**config.mk**
```make
export PLATFORM = sky130hd
export DESIGN_NAME = mult_div_unit
export DESIGN_NICKNAME = d
export VERILOG_FILES = /design/src/rtl/mult_div_unit.sv
export SDC_FILE = /design/constraint.sdc
export NUM_CORES = 1
export LEC_CHECK = 0
export BUFFER_PORTS_ARGS = -buffer_cell sky130_fd_sc_hd__buf_2
export CAP_MARGIN = 0
export CORE_ASPECT_RATIO = 1.5
export CORE_MARGIN = 3
export CORE_UTILIZATION = 56
export DETAILED_ROUTE_END_ITERATION = 10
export GPL_TIMING_DRIVEN = 0
export PLACE_DENSITY_LB_ADDON = 0.05
export SKIP_LAST_GASP = 1
export SYNTH_ARGS = -nofsm -noshare
export SYNTH_HDL_FRONTEND = slang
export SYNTH_SLANG_ARGS = --single-unit
export TNS_END_PERCENT = 20
```
**constraint.sdc**
```tcl
create_clock -name clk -period 10.75 [get_ports clk]
set_input_delay 1.075 -clock clk [delete_from_list [all_inputs] [get_ports clk]]
set_output_delay 1.075 -clock clk [all_outputs]
set_load 0.01 [all_outputs]
```
**src/rtl/mult_div_unit.sv**
```systemverilog
// Iterative 32x32 multiply / 32/32 divide unit with the HI/LO register pair.
// Shift-add multiply and restoring divide, one bit per cycle, with sign fix-up in a final cycle.
module mult_div_unit (
  input  logic        clk,
  input  logic        rst,
  input  logic        start,
  input  logic [1:0]  op,
  input  logic [31:0] busA,
  input  logic [31:0] busB,
  input  logic        hi_we,
  input  logic        lo_we,
  input  logic [31:0] busW,
  output logic        busy,
  output logic        done,
  output logic [31:0] hi,
  output logic [31:0] lo
);

  typedef enum logic [1:0] {S_IDLE, S_RUN, S_FIX} state_t;

  state_t      r_state;
  state_t      w_state_next;
  logic [5:0]  r_cnt;
  logic        r_is_div;
  logic        r_sign_q;
  logic        r_sign_r;
  logic [63:0] r_mcand;
  logic [63:0] r_acc;
  logic [31:0] r_mplier;
  logic [31:0] r_rem;
  logic [31:0] r_quot;
  logic [31:0] r_div;
  logic [31:0] r_orig_a;
  logic [31:0] r_hi;
  logic [31:0] r_lo;
  logic        r_done;

  logic        w_signed;
  logic [31:0] w_abs_a;
  logic [31:0] w_abs_b;
  logic [32:0] w_shift;
  logic        w_ge;
  logic [31:0] w_diff;
  logic [63:0] w_prod_fix;
  logic [31:0] w_q_fix;
  logic [31:0] w_r_fix;

  // op[0]=0 selects the signed variants (MULT, DIV)
  assign w_signed = ~op[0];
  assign w_abs_a  = (w_signed && busA[31]) ? (~busA + 32'd1) : busA;
  assign w_abs_b  = (w_signed && busB[31]) ? (~busB + 32'd1) : busB;

  // 33-bit partial remainder: previous remainder shifted left with the next dividend bit.
  // When w_ge holds the difference is below the divisor, so 32 bits hold it exactly.
  assign w_shift = {r_rem, r_quot[31]};
  assign w_ge    = (w_shift >= {1'b0, r_div});
  assign w_diff  = w_shift[31:0] - r_div;

  assign w_prod_fix = r_sign_q ? (~r_acc + 64'd1) : r_acc;
  assign w_q_fix    = r_sign_q ? (~r_quot + 32'd1) : r_quot;
  assign w_r_fix    = r_sign_r ? (~r_rem + 32'd1) : r_rem;

  always_ff @(posedge clk or posedge rst) begin
    if (rst) begin
      r_state <= S_IDLE;
    end else begin
      r_state <= w_state_next;
    end
  end

  always_comb begin
    w_state_next = r_state;
    case (r_state)
      S_IDLE:  if (start) w_state_next = S_RUN;
      S_RUN:   if (r_cnt == 6'd31) w_state_next = S_FIX;
      S_FIX:   w_state_next = S_IDLE;
      default: w_state_next = S_IDLE;
    endcase
  end

  always_ff @(posedge clk or posedge rst) begin
    if (rst) begin
      r_cnt    <= 6'd0;
      r_is_div <= 1'b0;
      r_sign_q <= 1'b0;
      r_sign_r <= 1'b0;
      r_mcand  <= 64'd0;
      r_acc    <= 64'd0;
      r_mplier <= 32'd0;
      r_rem    <= 32'd0;
      r_quot   <= 32'd0;
      r_div    <= 32'd0;
      r_orig_a <= 32'd0;
      r_hi     <= 32'd0;
      r_lo     <= 32'd0;
      r_done   <= 1'b0;
    end else begin
      r_done <= 1'b0;
      case (r_state)
        S_IDLE: begin
          if (hi_we) r_hi <= busW;
          if (lo_we) r_lo <= busW;
          if (start) begin
            r_cnt    <= 6'd0;
            r_is_div <= op[1];
            r_sign_q <= w_signed & (busA[31] ^ busB[31]);
            r_sign_r <= w_signed & op[1] & busA[31];
            r_mcand  <= {32'd0, w_abs_a};
            r_mplier <= w_abs_b;
            r_acc    <= 64'd0;
            r_quot   <= w_abs_a;
            r_div    <= w_abs_b;
            r_rem    <= 32'd0;
            r_orig_a <= busA;
          end
        end
        S_RUN: begin
          r_cnt <= r_cnt + 6'd1;
          if (r_is_div) begin
            r_rem  <= w_ge ? w_diff : w_shift[31:0];
            r_quot <= {r_quot[30:0], w_ge};
          end else begin
            if (r_mplier[0]) r_acc <= r_acc + r_mcand;
            r_mcand  <= {r_mcand[62:0], 1'b0};
            r_mplier <= {1'b0, r_mplier[31:1]};
          end
        end
        S_FIX: begin
          r_done <= 1'b1;
          if (!r_is_div) begin
            r_hi <= w_prod_fix[63:32];
            r_lo <= w_prod_fix[31:0];
          end else if (r_div == 32'd0) begin
            r_hi <= r_orig_a;
            r_lo <= 32'hFFFF_FFFF;
          end else begin
            r_hi <= w_r_fix;
            r_lo <= w_q_fix;
          end
        end
        default: ;
      endcase
    end
  end

  assign busy = (r_state != S_IDLE);
  assign done = r_done;
  assign hi   = r_hi;
  assign lo   = r_lo;

endmodule
```
==> reports/qor.yml, run 1 <==
yosys:
  synthTopCellsByArea: "dfrtp_1 (37%), o21ai_0 (7.8%), nand2_1 (6.3%), xnor2_1 (5.6%), ha_1 (5.1%)"
  yosysTopAreaCell: "dfrtp_1"
  synth_compound_area_frac: 0.2555
  synth_top_family_by_area: "compound AO/OA/AOI/OAI gates"
  synth_edf_count: 0
  synth_ff_type: "dfrtp_1"
  ys.warnings.count: 0
  synth_seq_area_share: 0.3655
  synthArstFlopShare: 1.000
  yosys-top-cells-count: "nand2_1 (416), o21ai_0 (387), dfrtp_1 (364)"
  synth.most_common_cell: "nand2_1"
  synth_nets: 3262
  syn_area_um2: 24920
  synthXorXnorAreaFrac: 0.09103
  synth.ff_latch_count: 364
  synth-simple-area-share: 0.1786
  synth_top_cell_area_share: 0.3655
  synth_mux_area_frac: 0.01496
  synth_adder_area_share: 0.05232
  yosysUniqueCellTypes: 76
  avgSynthCellArea_um2: 8.154
  synth_cells: 3056
worst_setup_path:
  end_kind: "register"
  cp.arrival_ns: 5.35
  setup.worst_path.start_class: "register"
  worstSetupPathType: "reg2reg"
  crit_required_ns: 11.15
  rr_worst_depth: 12
  critPathMaxFanout: 6
detailed_routing:
  via_count: 25917
  drt_iter0_drc: 2572
  drc: 0
  first_pass_iters: 6
  wirelength_um: 102000
  drtAntennaViolNets: 0
  wire_per_inst_um: 26.25
  vias_per_cell: 6.669
sta:
  finalCriticalPeriod_ns: 4.954
  hold_slack_ns: 0.4790
  rsz0062_at_grt: "false"
  fin_ws_ns: 5.796
  relSlewSlack: 0.1132
  slew_violations: 0
  finalSetupTns_ns: 0
  setup_viol: 0
  skew_ns: 0.03042
  worst_pin_slew_ns: 1.321
  hold_violations: 0
  fmax_mhz: 201.9
  post-route-period-util: 0.4608
clock_tree:
  cts_buffers: 39
  htree_levels: 2
  clk_pin_slew_ns: 0.06
  cts_root_buf: "clkbuf_16"
  cts_resized: 0
  clk_latency_ns: 0.56
  clock_path_buffers: 3
  cts_tree: "yes"
  cts_sinks: 364
  cts_hold_buffers: 0
  post_cts.repair.setup_buffers: 0
global_route:
  track_usage: 0.4242
  antenna_found_initial: 9
  grt_max_degree: 45
  grt_overflow: 0
  grt_pass1_vias: 25361
  grt_pass1_wl_um: 152000
floorplan:
  ios: 169
  die-area_um2: 47120
  initial_core_util: 0.5681
  core_um2: 43870
  die_w_um: 178.2
  die_h_um: 264.4
  core.rowCount: 94
finish:
  fin_area_um2: 28010
  fin_util: 0.6384
  nets: 3480
  fin_cells: 3886
  drive_gt1_frac: 0.08058
  area_growth_syn_to_layout_pct: 12.39
  fill_cells: 3893
pwr:
  p_total_mw: 2.958
  p_seq_frac: 0.464
  p_leak_nw: 12.28
  power_density_nw_per_um2: 105.6
  power.internal_mw: 2.250
  switching_power_mw: 0.7071
  swShare: 0.2391
  ir_worst_vdd_uv: 127.9
  p_comb_frac: 0.052
  clkPwrFrac: 0.484
hold_path:
  hold_depth: 2
  hp-class: "reg2reg"
status:
  outcome: "completed"
placement:
  dp_slack_ns: 6.014
  post-dp-hpwl_um: 81230
  dpl.cell_count: 3809
  dpl_cell_area_um2: 26670
  place_congestion: 1.031
  io_buffers: 168
run:
  drv_cap: 0
cell families (layout without fill, tap and decap cells):
family | count (synthesis) | count (layout)
flops | 364 | 364
simple gates | 978 | 978
buf+inv | 279 | 524
mux | 37 | 37
compound gates | 1036 | 1036
fa+ha+maj | 103 | 103
xor+xnor | 259 | 259
other cells | 0 | 9
layer usage:
layer | vias to the layer above | track usage | wire length [µm]
li1 | 11516 | - | -
met1 | 12431 | 0.4649 | 34590
met2 | 1486 | 0.6970 | 48380
met3 | 482 | 0.1016 | 9095
met4 | 2 | 0.3354 | 9934
met5 | - | 0 | 13
critical path, stage by stage, from the launching register on:
cell and delay, ns:
dfrtp_1 0.49, ha_1 0.28, inv_1 0.07, fa_1 0.41
nor2b_1 0.18, o211a_1 0.21, o21ai_0 0.19, a211oi_1 0.77
a21oi_1 0.29, o311ai_0 1.12, a31oi_1 0.34, mux2i_1 0.27
o311ai_0 0.17
cell type report:
| type | instances | area (µm²) | share of cell area |
|---|---|---|---|
| inverters | 88 | 334.1 | 0.01193 |
| multi-input cells | 2413 | 14760 | 0.5271 |
| well taps | 576 | 720.7 | 0.02573 |
| clock inverters | 19 | 245.2 | 0.008756 |
| flip-flops and latches | 364 | 9109 | 0.3252 |
| repair buffers | 177 | 1021 | 0.03645 |
| plain buffers | 191 | 719.4 | 0.02569 |
| diodes | 9 | 22.52 | 0.0008041 |
| clock buffers | 49 | 1074 | 0.03833 |
registers in the layout, indices dropped and copies added, names as in the netlist, 2 cells and up:
signal	cells
r_state	2
r_quot	32
r_div	32
lo	32
r_mplier	32
r_rem	32
r_mcand	64
r_acc	64
hi	32
r_cnt	6
r_orig_a	32
path summary, 6_finish.rpt:
| check | to | from | slack [ns] |
|---|---|---|---|
| max | r_acc[60]$_DFFE_PP0P_ | r_acc[0]$_DFFE_PP0P_ | 5.80 |
| min | hi[9]$_DFFE_PP0P_ | hi[9]$_DFFE_PP0P_ | 0.48 |
| max reg2reg | r_acc[60]$_DFFE_PP0P_ | r_acc[0]$_DFFE_PP0P_ | 5.80 |
| min reg2reg | hi[9]$_DFFE_PP0P_ | hi[9]$_DFFE_PP0P_ | 0.48 |
| max in group asynchronous | r_mcand[41]$_DFFE_PP0P_ | rst | 8.64 |
| min in group asynchronous | lo[1]$_DFFE_PP0P_ | rst | 0.60 |
layout by cell type (no fill, tap or decap), drive strengths merged, types with 11 or more instances in the layout:
cell type | synthesis | layout
mux2i | 35 | 35
o21ai | 391 | 391
o22ai | 25 | 25
and2 | 11 | 11
nor4 | 42 | 42
or3 | 21 | 21
dfrtp | 364 | 364
buf | 19 | 196
o21a | 13 | 13
xor2 | 99 | 99
a22oi | 40 | 40
a21o | 36 | 36
nand4 | 33 | 33
o211ai | 28 | 28
and3 | 20 | 20
xnor2 | 160 | 160
a211oi | 18 | 18
o221ai | 14 | 14
nand2b | 17 | 17
a21oi | 237 | 237
a31oi | 30 | 30
nand3 | 114 | 114
ha | 101 | 101
nor2 | 203 | 203
nor3 | 47 | 47
or4 | 18 | 18
o41ai | 22 | 22
nand2 | 416 | 416
o31ai | 49 | 49
o21bai | 26 | 26
inv | 87 | 88
a22o | 34 | 34
clkbuf | 172 | 221
power by group through the flow:
stage	clock, mW	combinational (mW)	sequential (mW)
floorplan	0	0.0728	1.40
global placement	0	0.140	1.40
detailed placement	0	0.151	1.40
CTS	1.43	0.152	1.37
global route	1.49	0.167	1.37
finish	1.43	0.155	1.37
(Power assumes the default switching activity.)
==> run 2, diff against run 1 <==
==> constraint.sdc (replaced) <==
create_clock -name clk -period 4.1 [get_ports clk]
set_input_delay 0.41 -clock clk [delete_from_list [all_inputs] [get_ports clk]]
set_output_delay 0.41 -clock clk [all_outputs]
set_load 0.01 [all_outputs]
==> run 2 against run 1 <==
Against the previous run:
- the run now ends with setup timing left
- setup slack worse by 5.8 ns
- global-route usage is essentially flat
- first-iteration DRC count grew 1.7%
- routed wire length increased by 0.24%
- critical path depth is 7 lower
- flip-flop and latch count is the same
- die area did not move
- clock power rose to 2.6 times the previous value
- sequential share of layout area about the same
- critical endpoint is now r_mcand[6]$_DFFE_PP0P_
- highest routed layer unchanged
==> reports/qor.yml, run 2 (synthesis results as in run 1) <==
worst_setup_path:
  crit_buf_inv: 2  # +1
  crit_chain: "nand2b_1 > o21ai_1 > clkbuf_1 > clkbuf_1 > a21oi_1"
  crit_required_ns: 4.48  # -6.67 ns
  setup.worst_path.start_class: "register"
  worstSetupPathType: "reg2reg"
  end_kind: "register"
  critPathMaxFanout: 10  # +4
  critPathMaxStageDelay_ns: 1.25  # +0.13 ns
  crit_slowest_cell: "o21ai_1"
  path_common_cell: "clkbuf_1"
  cp.arrival_ns: 4.52  # -0.83 ns
  cp_top_family: "buffers and inverters"
sta:
  fin_ws_ns: -0.03811  # -5.835 ns
  fmax_mhz: 241.7  # +20%
  skew_ns: 0.02796  # -0.002462 ns
  post-route-period-util: 1.009  # +0.5485
  setup_viol: 6  # +6
  relSlewSlack: 0.08342  # -0.02973
  hold_violations: 0  # unchanged
  rsz0062_at_grt: "true"
  finalCriticalPeriod_ns: 4.138  # -0.8155 ns
  worst_pin_slew_ns: 1.366  # +0.04430 ns
  slew_violations: 0  # unchanged
detailed_routing:
  vias_per_cell: 6.643  # -0.39%
  first_pass_iters: 6  # unchanged
  drc: 0  # unchanged
  via_count: 25816  # -0.39%
  drt_iter0_drc: 2615  # +1.7%
  drtAntennaViolNets: 0  # unchanged
  wirelength_um: 102300  # +0.24%
  wire_per_inst_um: 26.31  # +0.24%
status:
  outcome: "complete, but fails checks"
  violations: "setup timing"
pwr:
  p_total_mw: 7.756  # +160%
  ir_worst_vdd_uv: 335.3  # +160%
  p_leak_nw: 12.30  # +0.21%
  power_density_nw_per_um2: 276.5  # +160%
placement:
  io_buffers: 168  # unchanged
  place_congestion: 1.031  # unchanged
  dpl.cell_count: 3809  # unchanged
  dp_slack_ns: -0.6364  # -6.650 ns
  dpl_cell_area_um2: 26670  # unchanged
  post-dp-hpwl_um: 81230  # unchanged
floorplan:
  ios: 169  # unchanged
  die-area_um2: 47120  # unchanged
  initial_core_util: 0.5681  # unchanged
  core_um2: 43870  # unchanged
  die_h_um: 264.4  # unchanged
  core.rowCount: 94  # unchanged
  die_w_um: 178.2  # unchanged
finish:
  fill_cells: 3888  # -0.13%
  fin_cells: 3886  # unchanged
  seq_area_um2: 9109  # unchanged
  nets: 3480  # unchanged
  multi_input_area_um2: 14800  # +0.24%
  top_regs: "r_acc x64, r_mcand x64"
  fin_area_um2: 28050  # +0.15%
  final_common_cell: "nand2_1"
  final_cell_mix: "nand2_1 (416), o21ai_0 (384), dfrtp_1 (364), a21oi_1 (237), nor2_1 (203)"
  area_growth_syn_to_layout_pct: 12.56
  drive_gt1_frac: 0.08240  # +0.001818
global_route:
  grt_pass1_wl_um: 152200  # +0.10%
  track_usage: 0.4246  # +0.0004532
  grt_max_degree: 45  # unchanged
  grt_pass1_vias: 25361  # unchanged
  grt_overflow: 0  # unchanged
  antenna_found_initial: 9  # unchanged
clock_tree:
  cts_tree: "yes"
  cts_buffers: 39  # unchanged
  clk_pin_slew_ns: 0.07  # about the same
  clk_latency_ns: 0.56  # about the same
  cts_root_buf: "clkbuf_16"
  clock_path_buffers: 3  # unchanged
  htree_levels: 2  # unchanged
  cts_sinks: 364  # unchanged
run:
  drv_cap: 0  # unchanged
hold_path:
  hp-class: "in2reg"
==> run 2: what timing repair did <==
| action | in CTS | in global routing |
|---|---|---|
| setup buffers | 0 | 0 |
| pin swaps | 0 | 0 |
| endpoints found under the hold margin | 24 | 0 |
| hold buffers | 1 | 0 |
| endpoints found under the setup margin | 25 | 53 |
| gates resized for setup | 5 | 7 |
==> run 2: layout make-up <==
class | count | area share
clock buffers | 49 | 0.03827
clock inverters | 19 | 0.008743
repair buffers | 178 | 0.03676
plain buffers | 190 | 0.02556
diodes | 9 | 0.0008029
inverters | 88 | 0.01191
well taps | 576 | 0.02569
multi-input cells | 2413 | 0.5275
flip-flops and latches | 364 | 0.3247
==> run 2: report_power, final <==
group	switching, mW	internal (mW)
Clock	1.57	2.18
Sequential	0.00315	3.59
Combinational	0.278	0.128
==> run 2: path summary, 6_finish.rpt <==
kind | from | end | slack (ns) | cells past startpoint
worst max-delay path | r_state[1]$_DFFE_PP0P_ | r_mcand[6]$_DFFE_PP0P_ | -0.04 | 5
max in group asynchronous | rst | r_mcand[41]$_DFFE_PP0P_ | 2.10 | 7
worst min-delay path | busW[2] | hi[2]$_DFFE_PP0P_ | 0.12 | 3
worst max register to register | r_state[1]$_DFFE_PP0P_ | r_mcand[6]$_DFFE_PP0P_ | -0.04 | 5
worst min register to register | r_orig_a[0]$_DFFE_PP0P_ | r_orig_a[0]$_DFFE_PP0P_ | 0.48 | 2
min in group asynchronous | rst | lo[2]$_DFFE_PP0P_ | 0.50 | 3
==> run 2: routing by layer <==
metal | vias up | GRT usage | share of wire
met3 | 480 | 0.1016 | 0.083
met2 | 1423 | 0.6981 | 0.47
met5 | - | 0 | 0.00013
li1 | 11509 | - | -
met1 | 12402 | 0.4654 | 0.35
met4 | 2 | 0.3352 | 0.097
==> run 2: through the flow <==
stage | hold slack, ns | util | TNS, ns
finish | 0.1180 | 0.6394 | -0.1274
global route | 0.1280 | 0.6390 | -0.9051
CTS | 0.1018 | 0.6386 | -0.01780
detailed placement | 0.4651 | 0.6078 | -4.767
global placement | 0.4583 | 0.6037 | -1145.31
floorplan | 0.4404 | - | -433.97
==> run 2: worst reg2reg max path: stages (launching register included) <==
cell and delay (ns):
dfrtp_1 0.53, nand2b_1 0.61, o21ai_1 1.25, clkbuf_1 0.69, clkbuf_1 0.73, a21oi_1 0.16
